<file path="src/rtl/interrupt_dispatch.sv">
// rtl/interrupt_dispatch.sv - priority interrupt selector with request/ack handshake, source clear strobe and handler residency tracking
module interrupt_dispatch #(
  parameter int                    NUM_SRC    = 16,
  parameter int                    ADDR_WIDTH = 16,
  parameter logic [ADDR_WIDTH-1:0] VEC_BASE   = 16'hF000,
  parameter int                    VEC_SHIFT  = 2
) (
  input  logic                  CLK,
  input  logic                  RESET,
  input  logic [15:0]           Interrupt_Register,
  input  logic                  IMASK_WR,
  input  logic [15:0]           IMASK_DATA,
  input  logic                  IE_SET,
  input  logic                  IE_CLR,
  input  logic                  INT_ACK,
  input  logic                  RETI,
  output logic                  INT_REQ,
  output logic [ADDR_WIDTH-1:0] INT_VECTOR,
  output logic [3:0]            ACTIVE_ID,
  output logic [3:0]            IR_CLR_SELECT,
  output logic                  IR_CLR_EN,
  output logic [15:0]           IMASK,
  output logic                  IE,
  output logic                  BUSY
);

  typedef enum logic [1:0] {
    S_IDLE    = 2'd0,
    S_REQ     = 2'd1,
    S_CLEAR   = 2'd2,
    S_SERVICE = 2'd3
  } state_t;

  state_t      r_state;
  logic [15:0] r_imask;
  logic        r_ie;
  logic        r_saved_ie;
  logic [3:0]  r_active_id;
  logic        r_int_req;
  logic        r_ir_clr_en;
  logic [3:0]  r_ir_clr_sel;
  logic        r_busy;

  logic [15:0] w_eligible;
  logic        w_any;
  logic [3:0]  w_win_id;
  logic        w_ie_upd;
  logic        w_sav_upd;

  assign w_eligible = Interrupt_Register & r_imask;
  assign w_any      = |w_eligible;

  // Scan from the top so the lowest set index is the last one written.
  always_comb begin
    w_win_id = 4'd0;
    for (int i = NUM_SRC - 1; i >= 0; i--) begin
      if (w_eligible[i]) w_win_id = 4'(i);
    end
  end

  // Clear beats set when both enable controls arrive together.
  assign w_ie_upd  = IE_CLR ? 1'b0 : (IE_SET ? 1'b1 : r_ie);
  assign w_sav_upd = IE_CLR ? 1'b0 : (IE_SET ? 1'b1 : r_saved_ie);

  always_ff @(posedge CLK or negedge RESET) begin
    if (!RESET) begin
      r_state      <= S_IDLE;
      r_imask      <= 16'd0;
      r_ie         <= 1'b0;
      r_saved_ie   <= 1'b0;
      r_active_id  <= 4'd0;
      r_int_req    <= 1'b0;
      r_ir_clr_en  <= 1'b0;
      r_ir_clr_sel <= 4'd0;
      r_busy       <= 1'b0;
    end else begin
      if (IMASK_WR) r_imask <= IMASK_DATA;
      // While a handler runs, enable writes land in the saved copy.
      if (r_state != S_SERVICE) r_ie <= w_ie_upd;
      else                      r_saved_ie <= w_sav_upd;

      case (r_state)
        S_IDLE: begin
          if (r_ie && w_any) begin
            r_active_id <= w_win_id;
            r_int_req   <= 1'b1;
            r_state     <= S_REQ;
          end
        end
        S_REQ: begin
          if (INT_ACK) begin
            r_int_req    <= 1'b0;
            r_ir_clr_en  <= 1'b1;
            r_ir_clr_sel <= r_active_id;
            r_state      <= S_CLEAR;
          end else if (!w_eligible[r_active_id] || !r_ie || IE_CLR) begin
            r_int_req <= 1'b0;
            r_state   <= S_IDLE;
          end
        end
        S_CLEAR: begin
          r_ir_clr_en <= 1'b0;
          r_saved_ie  <= w_ie_upd;
          r_ie        <= 1'b0;
          r_busy      <= 1'b1;
          r_state     <= S_SERVICE;
        end
        S_SERVICE: begin
          if (RETI) begin
            r_ie    <= w_sav_upd;
            r_busy  <= 1'b0;
            r_state <= S_IDLE;
          end
        end
        default: r_state <= S_IDLE;
      endcase
    end
  end

  assign INT_VECTOR    = VEC_BASE + (ADDR_WIDTH'(r_active_id) << VEC_SHIFT);
  assign INT_REQ       = r_int_req;
  assign ACTIVE_ID     = r_active_id;
  assign IR_CLR_SELECT = r_ir_clr_sel;
  assign IR_CLR_EN     = r_ir_clr_en;
  assign IMASK         = r_imask;
  assign IE            = r_ie;
  assign BUSY          = r_busy;

endmodule

</file>
<file path="config.mk">
export PLATFORM = sky130hd
export DESIGN_NAME = interrupt_dispatch
export DESIGN_NICKNAME = d
export VERILOG_FILES = /design/src/rtl/interrupt_dispatch.sv
export SDC_FILE = /design/constraint.sdc
export NUM_CORES = 1
export LEC_CHECK = 0
export CELL_PAD_IN_SITES_DETAIL_PLACEMENT = 1
export CELL_PAD_IN_SITES_GLOBAL_PLACEMENT = 1
export CORE_ASPECT_RATIO = 1.1
export CORE_MARGIN = 2
export CORE_UTILIZATION = 46
export DETAILED_ROUTE_END_ITERATION = 16
export DONT_BUFFER_PORTS = 1
export PLACE_DENSITY = 0.74
export SYNTH_ARGS = -nofsm -noshare
export SYNTH_HDL_FRONTEND = slang
export SYNTH_SLANG_ARGS = --single-unit
</file>
<file path="constraint.sdc">
create_clock -name CLK -period 2.14 [get_ports CLK]
set_input_delay 0.214 -clock CLK [delete_from_list [all_inputs] [get_ports CLK]]
set_output_delay 0.214 -clock CLK [all_outputs]
set_load 0.005 [all_outputs]
</file>
==> impl_metrics.toml, run 1 <==
[run_status]
status = "finished clean"

[cts]
ctsResizeCount = 0
cts_made_buffers = 5
clkSinkCount = 31
cts-htree-levels = 2
cts_buffer_depth = 2
clk_pin_slew_ns = 0.06
cts-root-buf = "clkbuf_8"
cts_tree = "yes"
insertion_delay_ns = 0.28

[die]
die_area_um2 = 4370
die_h_um = 69.1
start_util_pct = 48.1
placement_rows = 23
design.portCount = 83
core_um2 = 3680
die_x_um = 63.2

[logic_synthesis]
synth_top_flop_cell = "dfrtp_1"
syn_area_per_cell_um2 = 10.4
ys_async_sr_fraction_pct = 100
syn_inst = 171
ys_seq_area_share_pct = 43.8
synth_top_area_cell = "dfrtp_1"
synth_most_common_cell = "dfrtp_1"
synth_top_area_share_pct = 43.8
syn-cell-area_um2 = 1770
synth_common_cells = "dfrtp_1 (31), nand2_1 (25), mux2_2 (19)"
synth_cell_types = 33
synth_warnings = 0
ys_ff_latch = 31
yosys-top-cells-area = "dfrtp_1 (44%), mux2_2 (12%), buf_4 (6.8%)"
synth-edff-count = 0

[power_and_ir_drop]
power.leakage_nw = 0.801
p_per_area_nw_per_um2 = 1110
ir_worst_vdd_uv = 448

[sta]
hold_violations = 0
period_needed_ns = 1.79
fmax_mhz = 558
fin_ws_ns = 0.349
finalCritPeriodShare_pct = 83.7
skew_ns = 0.00515
maxSlewViolCount = 0
setup-tns-final_ns = 0
rsz0062_at_grt = "no"
finalSetupViolations = 0

[final_layout]
regArea_um2 = 776
n_fill_cell = 452
multi_input_area_um2 = 880
instances_no_fill = 222
finalNetCount = 210
num_antenna_cells = 0
syn2layout_area_growth_pct = 5.93
layout-drive-gt1-share_pct = 26.2

[worst_setup_path]
rrSetupSlack_ns = 0.35
cp_num_buf_inv = 0
start_kind = "flip-flop"
r2r-start = "IMASK[13]$_DFFE_PN0P_"
cp.arrival_ns = 1.95
crit_family = "simple AND/OR/NAND/NOR gates"
cp_max_fo = 5
reg2regPathDepth = 5
cp_slowest_stage_delay_ns = 0.57
required_ns = 2.30
critPathCaptureType = "flip-flop"
critPathKind = "reg -> reg"
critical_path.slowest_cell = "or4_4"
reg2reg_to = "ACTIVE_ID[0]$_DFFE_PN0P_"
crit_chain = "a22o_1 > or4_4 > o21ai_4 > and2b_1 > a21oi_2"

[placed_design]
io_buffer_count = 0
place_inst = 212
place_ws_ns = 0.359
gp_congestion = 0.788
hpwl_mm = 3.35

[route]
post_drt_wl_per_cell_um = 19.3
drc = 0
wirelength_mm = 4.29
avgViaCountPerCell = 5.94
vias = 1319
final_antenna_net_count = 0
drt_pass1_iterations = 4
drtIter0Drc = 31

[flow_run]
maxCapViolations = 0

[global_routing]
grt_pass1_wl_mm = 7.25
grt_usage_pct = 21.2
grt_pass1_vias = 1528
antenna_found_initial = 0
grt_max_degree = 32
overflow = 0

[min_path]
holdPathStages = 1
hp-start = "IE_CLR"
min_to = "IE$_DFF_PN0_"
hp-class = "in -> reg"
## cell families (layout without fill, tap and decap cells)
family,count (synthesis),in the layout,share of synthesized area (%)
compound gates,39,39,15.9
other cells,2,12,0.424
mux,24,24,17.7
simple gates,50,50,13.5
buf+inv,25,16,8.75
flops,31,31,43.8
## layer usage
metal,global-route usage (%),share of wire (%),up-vias
met5,0,0,-
met2,37.1,54,55
met1,22.0,36,664
li1,-,-,587
met4,10.4,2.8,0
met3,8.16,7.9,13
## final cells by class
cell class,count,area share [%]
Clock buffer,8,5.33
Timing Repair Buffer,4,2.40
Inverter,4,0.799
Multi-Input combinational cell,125,46.8
Sequential cell,31,41.3
Tap cell,50,3.33
## where the power goes
part           internal (W)  switching, W
Combinational      0.000301      0.000282
Clock              0.000293      0.000212
Sequential         0.000753      0.000238
Total               0.00135      0.000731
## sequential cells by signal (all words and copies together), names as in the netlist, named ones only
| name | cells |
|---|---|
| IMASK | 16 |
| ACTIVE_ID | 4 |
| IR_CLR_SELECT | 4 |
| BUSY | 1 |
| IE | 1 |
| INT_REQ | 1 |
| IR_CLR_EN | 1 |
| r_saved_ie | 1 |
| r_state | 1 |
## cells in the final DEF (no fill, tap or decap), drive strengths merged, types with 2 or more instances in the layout
| master | n |
|---|---|
| dfrtp | 31 |
| nand2 | 25 |
| mux2 | 19 |
| conb | 12 |
| a21oi | 11 |
| o21ai | 9 |
| nor2 | 8 |
| clkbuf | 8 |
| a22o | 8 |
| nand3 | 6 |
| inv | 4 |
| mux4 | 4 |
| and2 | 3 |
| a31oi | 3 |
| or4 | 3 |
| buf | 3 |
| o31ai | 2 |
| a32o | 2 |
## how the worst max path moves through the flow
stage / from / to / slack, ns / depth (start not counted)
floorplan: IMASK[13]$_DFFE_PN0P_ / ACTIVE_ID[0]$_DFFE_PN0P_ / 0.48 / 5
global placement: ACTIVE_ID[0]$_DFFE_PN0P_ / r_state[0]$_DFFE_PN0P_ / 0.40 / 4
detailed placement: IMASK[13]$_DFFE_PN0P_ / ACTIVE_ID[0]$_DFFE_PN0P_ / 0.36 / 5
CTS: IMASK[13]$_DFFE_PN0P_ / ACTIVE_ID[0]$_DFFE_PN0P_ / 0.34 / 5
global route: IMASK[13]$_DFFE_PN0P_ / ACTIVE_ID[0]$_DFFE_PN0P_ / 0.23 / 5
finish: IMASK[13]$_DFFE_PN0P_ / ACTIVE_ID[0]$_DFFE_PN0P_ / 0.35 / 5
## timing repair
action,in CTS,in global routing
hold endpoints to repair,31,0
hold buffers,2,0
endpoints found under the setup margin,0,0
setup buffers,0,0
## per-stage QoR
stage	util (%)	area, µm²	power (W)	hold WS, ns
after floorplan	-	1810	0.00146	-0.0816
after global routing	51.0	1880	0.00222	0.0310
after global placement	47.5	1750	0.00154	-0.0808
after detailed placement	47.5	1750	0.00157	-0.0807
final	51.0	1880	0.00208	0.0371
after CTS	51.0	1880	0.00210	0.0380
(Power assumes the default switching activity.)
==> inputs of run 2 (changes only) <==
clock period = 1.9 ns   (was 2.14 ns; I/O delays follow)
==> run 2 against run 1 <==
Net effect: sequential share of layout area decreased by 0.54 points; largest cell class unchanged; critical endpoint unchanged; sequential cell count unchanged; routed wire length decreased by 5.3%; first-iteration DRC count increased by 48%; register-to-register slack got worse by 0.22 ns; die area unchanged; largest power group unchanged; final cell count increased by 0.45%; power increased by 17%; combinational power increased by 13%; worst hold slack got worse by 0.0064 ns; worst setup slack got worse by 0.22 ns; core utilization increased by 0.68 points.
==> impl_metrics.toml, run 2 (same netlist as run 1, synthesis figures left out) <==
[run_status]
status = "finished clean"

[final_layout]
finalNetCount = 211
num_antenna_cells = 0
syn2layout_area_growth_pct = 7.34
layout_common_cells = "dfrtp_1 (31), nand2_1 (25), mux2_2 (19), conb_1 (12), a21oi_1 (9)"
layout-drive-gt1-share_pct = 27.2
layout_commonest_cell = "dfrtp_1"
regArea_um2 = 776
largest_reg_flops = 16
n_fill_cell = 426
instances_no_fill = 223
multi_input_area_um2 = 880

[route]
drt_pass1_iterations = 4
drtIter0Drc = 46
avgViaCountPerCell = 5.80
post_drt_wl_per_cell_um = 18.2
wirelength_mm = 4.06
vias = 1293
drc = 0
final_antenna_net_count = 0

[sta]
whs_ns = 0.0307
hold_violations = 0
period_needed_ns = 1.77
rsz0062_at_grt = "no"
finalSetupViolations = 0
maxSlewViolCount = 0
setup-tns-final_ns = 0
skew_ns = 0.00732
fmax_mhz = 564
fin_ws_ns = 0.128
finalCritPeriodShare_pct = 93.3

[worst_setup_path]
cp_slowest_stage_delay_ns = 0.57
crit_chain = "a22o_1 > or4_4 > o21ai_4 > and2b_1 > a21oi_2"
required_ns = 2.06
cp_max_fo = 5
critical_path.slowest_cell = "or4_4"
cp.arrival_ns = 1.93
critPathKind = "reg -> reg"
start_kind = "flip-flop"
critPathCaptureType = "flip-flop"

[die]
die_area_um2 = 4370
start_util_pct = 48.1
core_um2 = 3680
die_h_um = 69.1
die_x_um = 63.2
design.portCount = 83
placement_rows = 23

[placed_design]
place_ws_ns = 0.129
gp_congestion = 0.811
place_inst = 213
io_buffer_count = 0
hpwl_mm = 3.27

[cts]
cts-root-buf = "clkbuf_8"
cts_tree = "yes"
clk_pin_slew_ns = 0.07
insertion_delay_ns = 0.28
cts_buffer_depth = 2
cts_made_buffers = 5
clkSinkCount = 31
cts-htree-levels = 2

[global_routing]
grt_max_degree = 32
grt_pass1_vias = 1475
antenna_found_initial = 0
grt_usage_pct = 20.1
overflow = 0
grt_pass1_wl_mm = 7.00

[power_and_ir_drop]
p_per_area_nw_per_um2 = 1280
ir_worst_vdd_uv = 603
power.leakage_nw = 0.815

[flow_run]
maxCapViolations = 0

[min_path]
hp-class = "in -> reg"
==> run 2: cell type report <==
| cell class | count | share of cell area (%) |
|---|---|---|
| multi-input cells | 125 | 46.2 |
| clock buffers | 6 | 4.34 |
| clock inverters | 2 | 1.84 |
| repair buffers | 5 | 2.76 |
| well taps | 50 | 3.29 |
| flip-flops and latches | 31 | 40.8 |
| inverters | 4 | 0.789 |
==> run 2: path summary, 6_finish.rpt <==
check,startpoint,to,slack [ns],cells after the start
min reg2reg,r_saved_ie$_DFFE_PN0N_,r_saved_ie$_DFFE_PN0N_,0.50,1
max in group asynchronous,RESET,IMASK[15]$_DFFE_PN0P_,1.38,2
min,IE_CLR,IE$_DFF_PN0_,0.03,1
max reg2reg,IMASK[13]$_DFFE_PN0P_,ACTIVE_ID[0]$_DFFE_PN0P_,0.13,5
max,IMASK[13]$_DFFE_PN0P_,ACTIVE_ID[0]$_DFFE_PN0P_,0.13,5
min in group asynchronous,RESET,IMASK[10]$_DFFE_PN0P_,0.36,2
==> run 2: metal layers <==
layer,global-route usage [%],share of wire (%),up-vias
met5,0,0,-
met4,7.97,1.6,0
met3,6.04,7.1,7
met2,35.5,55,48
met1,22.5,37,648
li1,-,-,590
==> run 2: where the power goes <==
group          internal (W)  switching (W)  leakage (nW)
clock network      0.000424       0.000239        0.0612
logic              0.000341       0.000314         0.385
registers          0.000848       0.000266         0.369
==> run 2: per-stage QoR <==
stage / total power, W / utilization [%] / area, µm²
2_1_floorplan: 0.00165 / - / 1810
3_3_place_gp: 0.00174 / 47.7 / 1760
3_5_place_dp: 0.00178 / 47.7 / 1760
4_1_cts: 0.00246 / 51.7 / 1900
5_1_grt: 0.00260 / 51.7 / 1900
6_report: 0.00243 / 51.7 / 1900
==> run 2: critical path: cells and delay by family (launching register included) <==
kind	cells	cell delay, ns
AO/OA/AOI/OAI	3	0.49
flip-flops	1	0.42
AND/OR/NAND/NOR	2	0.73
==> run 2: repair_timing <==
item | 4_1_cts | 5_1_grt
hold buffers | 2 | 0
hold endpoints to repair | 31 | 0
gates resized for setup | 0 | 0
buffers inserted | 0 | 0
==> inputs of run 3 (changes only) <==
CELL_PAD_IN_SITES_DETAIL_PLACEMENT = 0   (was 1)
CORE_UTILIZATION = 45   (was 46)
PLACE_DENSITY = 0.73   (was 0.74)
==> run 3 against run 2 <==
Net effect: via count decreased by 1.9%; maximum frequency up 1.1%; first-iteration DRC count up 24%; largest power group unchanged; largest cell class unchanged; critical path depth unchanged; highest routed layer unchanged; worst setup slack gained 0.020 ns.
==> impl_metrics.toml, run 3 (same netlist as run 1, synthesis figures left out) <==
[cts]
clkSinkCount = 31
post_cts_buffers = 0
cts_tree = "yes"
cts-htree-levels = 2
cts-root-buf = "clkbuf_8"
insertion_delay_ns = 0.28
cts_hold_buf = 2
cts_made_buffers = 5
clk_pin_slew_ns = 0.07
ctsResizeCount = 0
cts_buffer_depth = 2

[die]
design.portCount = 83
die_h_um = 69.8
core_um2 = 3710
die_area_um2 = 4460
die_x_um = 63.8
placement_rows = 23
start_util_pct = 47.8

[global_routing]
grt_max_degree = 32
overflow = 0
grt_usage_pct = 18.2
grt_pass1_vias = 1345
grt_pass1_wl_mm = 6.22
antenna_found_initial = 0

[route]
drc = 0
vias = 1268
post_drt_wl_per_cell_um = 16.8
drt_pass1_iterations = 6
final_antenna_net_count = 0
avgViaCountPerCell = 5.66
wirelength_mm = 3.77
drtIter0Drc = 57

[final_layout]
num_antenna_cells = 0
layout-drive-gt1-share_pct = 27.6
finalNetCount = 212
final_area_um2 = 1910
layout_common_cells = "dfrtp_1 (31), nand2_1 (25), mux2_2 (19), conb_1 (12), a21oi_1 (9)"
n_fill_cell = 352
syn2layout_area_growth_pct = 7.76
layout_commonest_cell = "dfrtp_1"
largest_reg_flops = 16

[sta]
finalSetupViolations = 0
period_needed_ns = 1.75
hold_violations = 0
rsz0062_at_grt = "no"
skew_ns = 0.00550
fmax_mhz = 571
setup-tns-final_ns = 0
maxSlewViolCount = 0
finalCritPeriodShare_pct = 92.2

[worst_setup_path]
critPathCaptureType = "flip-flop"
critPathKind = "reg -> reg"
cp_max_fo = 5
rrSetupSlack_ns = 0.15
reg2reg_to = "ACTIVE_ID[0]$_DFFE_PN0P_"
start_kind = "flip-flop"
cp.arrival_ns = 1.91
r2r-start = "IMASK[14]$_DFFE_PN0P_"
reg2regPathDepth = 5
required_ns = 2.06

[min_path]
hp-class = "in -> reg"
min_to = "IE$_DFF_PN0_"
holdPathStages = 1
hp-start = "IE_CLR"

[placed_design]
hpwl_mm = 2.98
gp_congestion = 0.823
io_buffer_count = 0
place_area_um2 = 1760

[power_and_ir_drop]
ir_worst_vdd_uv = 617
p_per_area_nw_per_um2 = 1260
power.leakage_nw = 0.820

[flow_run]
maxCapViolations = 0

[run_status]
status = "finished clean"
[run 3: cell types whose count changed in the layout (fill, tap and decap cells not counted), sizes merged]
cell,change
buf,+1
[run 3: where the power goes]
part	internal, W	leakage (nW)	switching [W]
logic	0.000344	0.390	0.000303
registers	0.000848	0.369	0.000255
clock network	0.000424	0.0612	0.000238
[run 3: worst max-delay path by stage]
| stage | from | slack, ns | cells after the start | endpoint |
|---|---|---|---|---|
| 6_report | IMASK[14]$_DFFE_PN0P_ | 0.15 | 5 | ACTIVE_ID[0]$_DFFE_PN0P_ |
| 5_1_grt | IMASK[4]$_DFFE_PN0P_ | 0.07 | 5 | ACTIVE_ID[0]$_DFFE_PN0P_ |
| 4_1_cts | IMASK[14]$_DFFE_PN0P_ | 0.14 | 5 | ACTIVE_ID[0]$_DFFE_PN0P_ |
| 3_5_place_dp | IMASK[14]$_DFFE_PN0P_ | 0.15 | 5 | ACTIVE_ID[0]$_DFFE_PN0P_ |
| 3_3_place_gp | IMASK[7]$_DFFE_PN0P_ | 0.17 | 5 | ACTIVE_ID[0]$_DFFE_PN0P_ |
| 2_1_floorplan | IMASK[13]$_DFFE_PN0P_ | 0.24 | 5 | ACTIVE_ID[0]$_DFFE_PN0P_ |
[run 3: through the flow]
stage          cells  power, W  setup slack, ns  utilization (%)  hold slack (ns)
2_1_floorplan    181   0.00165            0.242                -           -0.106
3_3_place_gp     214   0.00174            0.170             47.5           -0.105
3_5_place_dp     214   0.00176            0.150             47.5           -0.105
4_1_cts          224   0.00246            0.140             51.5           0.0192
5_1_grt          224   0.00260           0.0658             51.5           0.0214
6_report         224   0.00241            0.148             51.5           0.0261
[run 3: cell type report]
cell class | count | area (µm²) | share of cell area, %
Multi-Input combinational cell | 125 | 880 | 46.0
Sequential cell | 31 | 776 | 40.6
Clock buffer | 6 | 82.6 | 4.32
Timing Repair Buffer | 6 | 60.1 | 3.14
Inverter | 4 | 15.0 | 0.786
Clock inverter | 2 | 35.0 | 1.83
Tap cell | 50 | 62.6 | 3.27
[run 3: critical path, cell delays in order (launching register included)]
cell and delay, ns:
dfrtp_1 0.42, a22o_1 0.25, or4_4 0.55, o21ai_4 0.22, and2b_1 0.16, a21oi_2 0.03
[run 3: routing by layer]
metal  GRT usage (%)  up-vias  part of all wire [%]
li1                -      594                     -
met1            20.4      600                    38
met2            28.8       68                    50
met3            8.12        6                   9.9
met4            9.42        0                   2.1
met5               0        -                     0
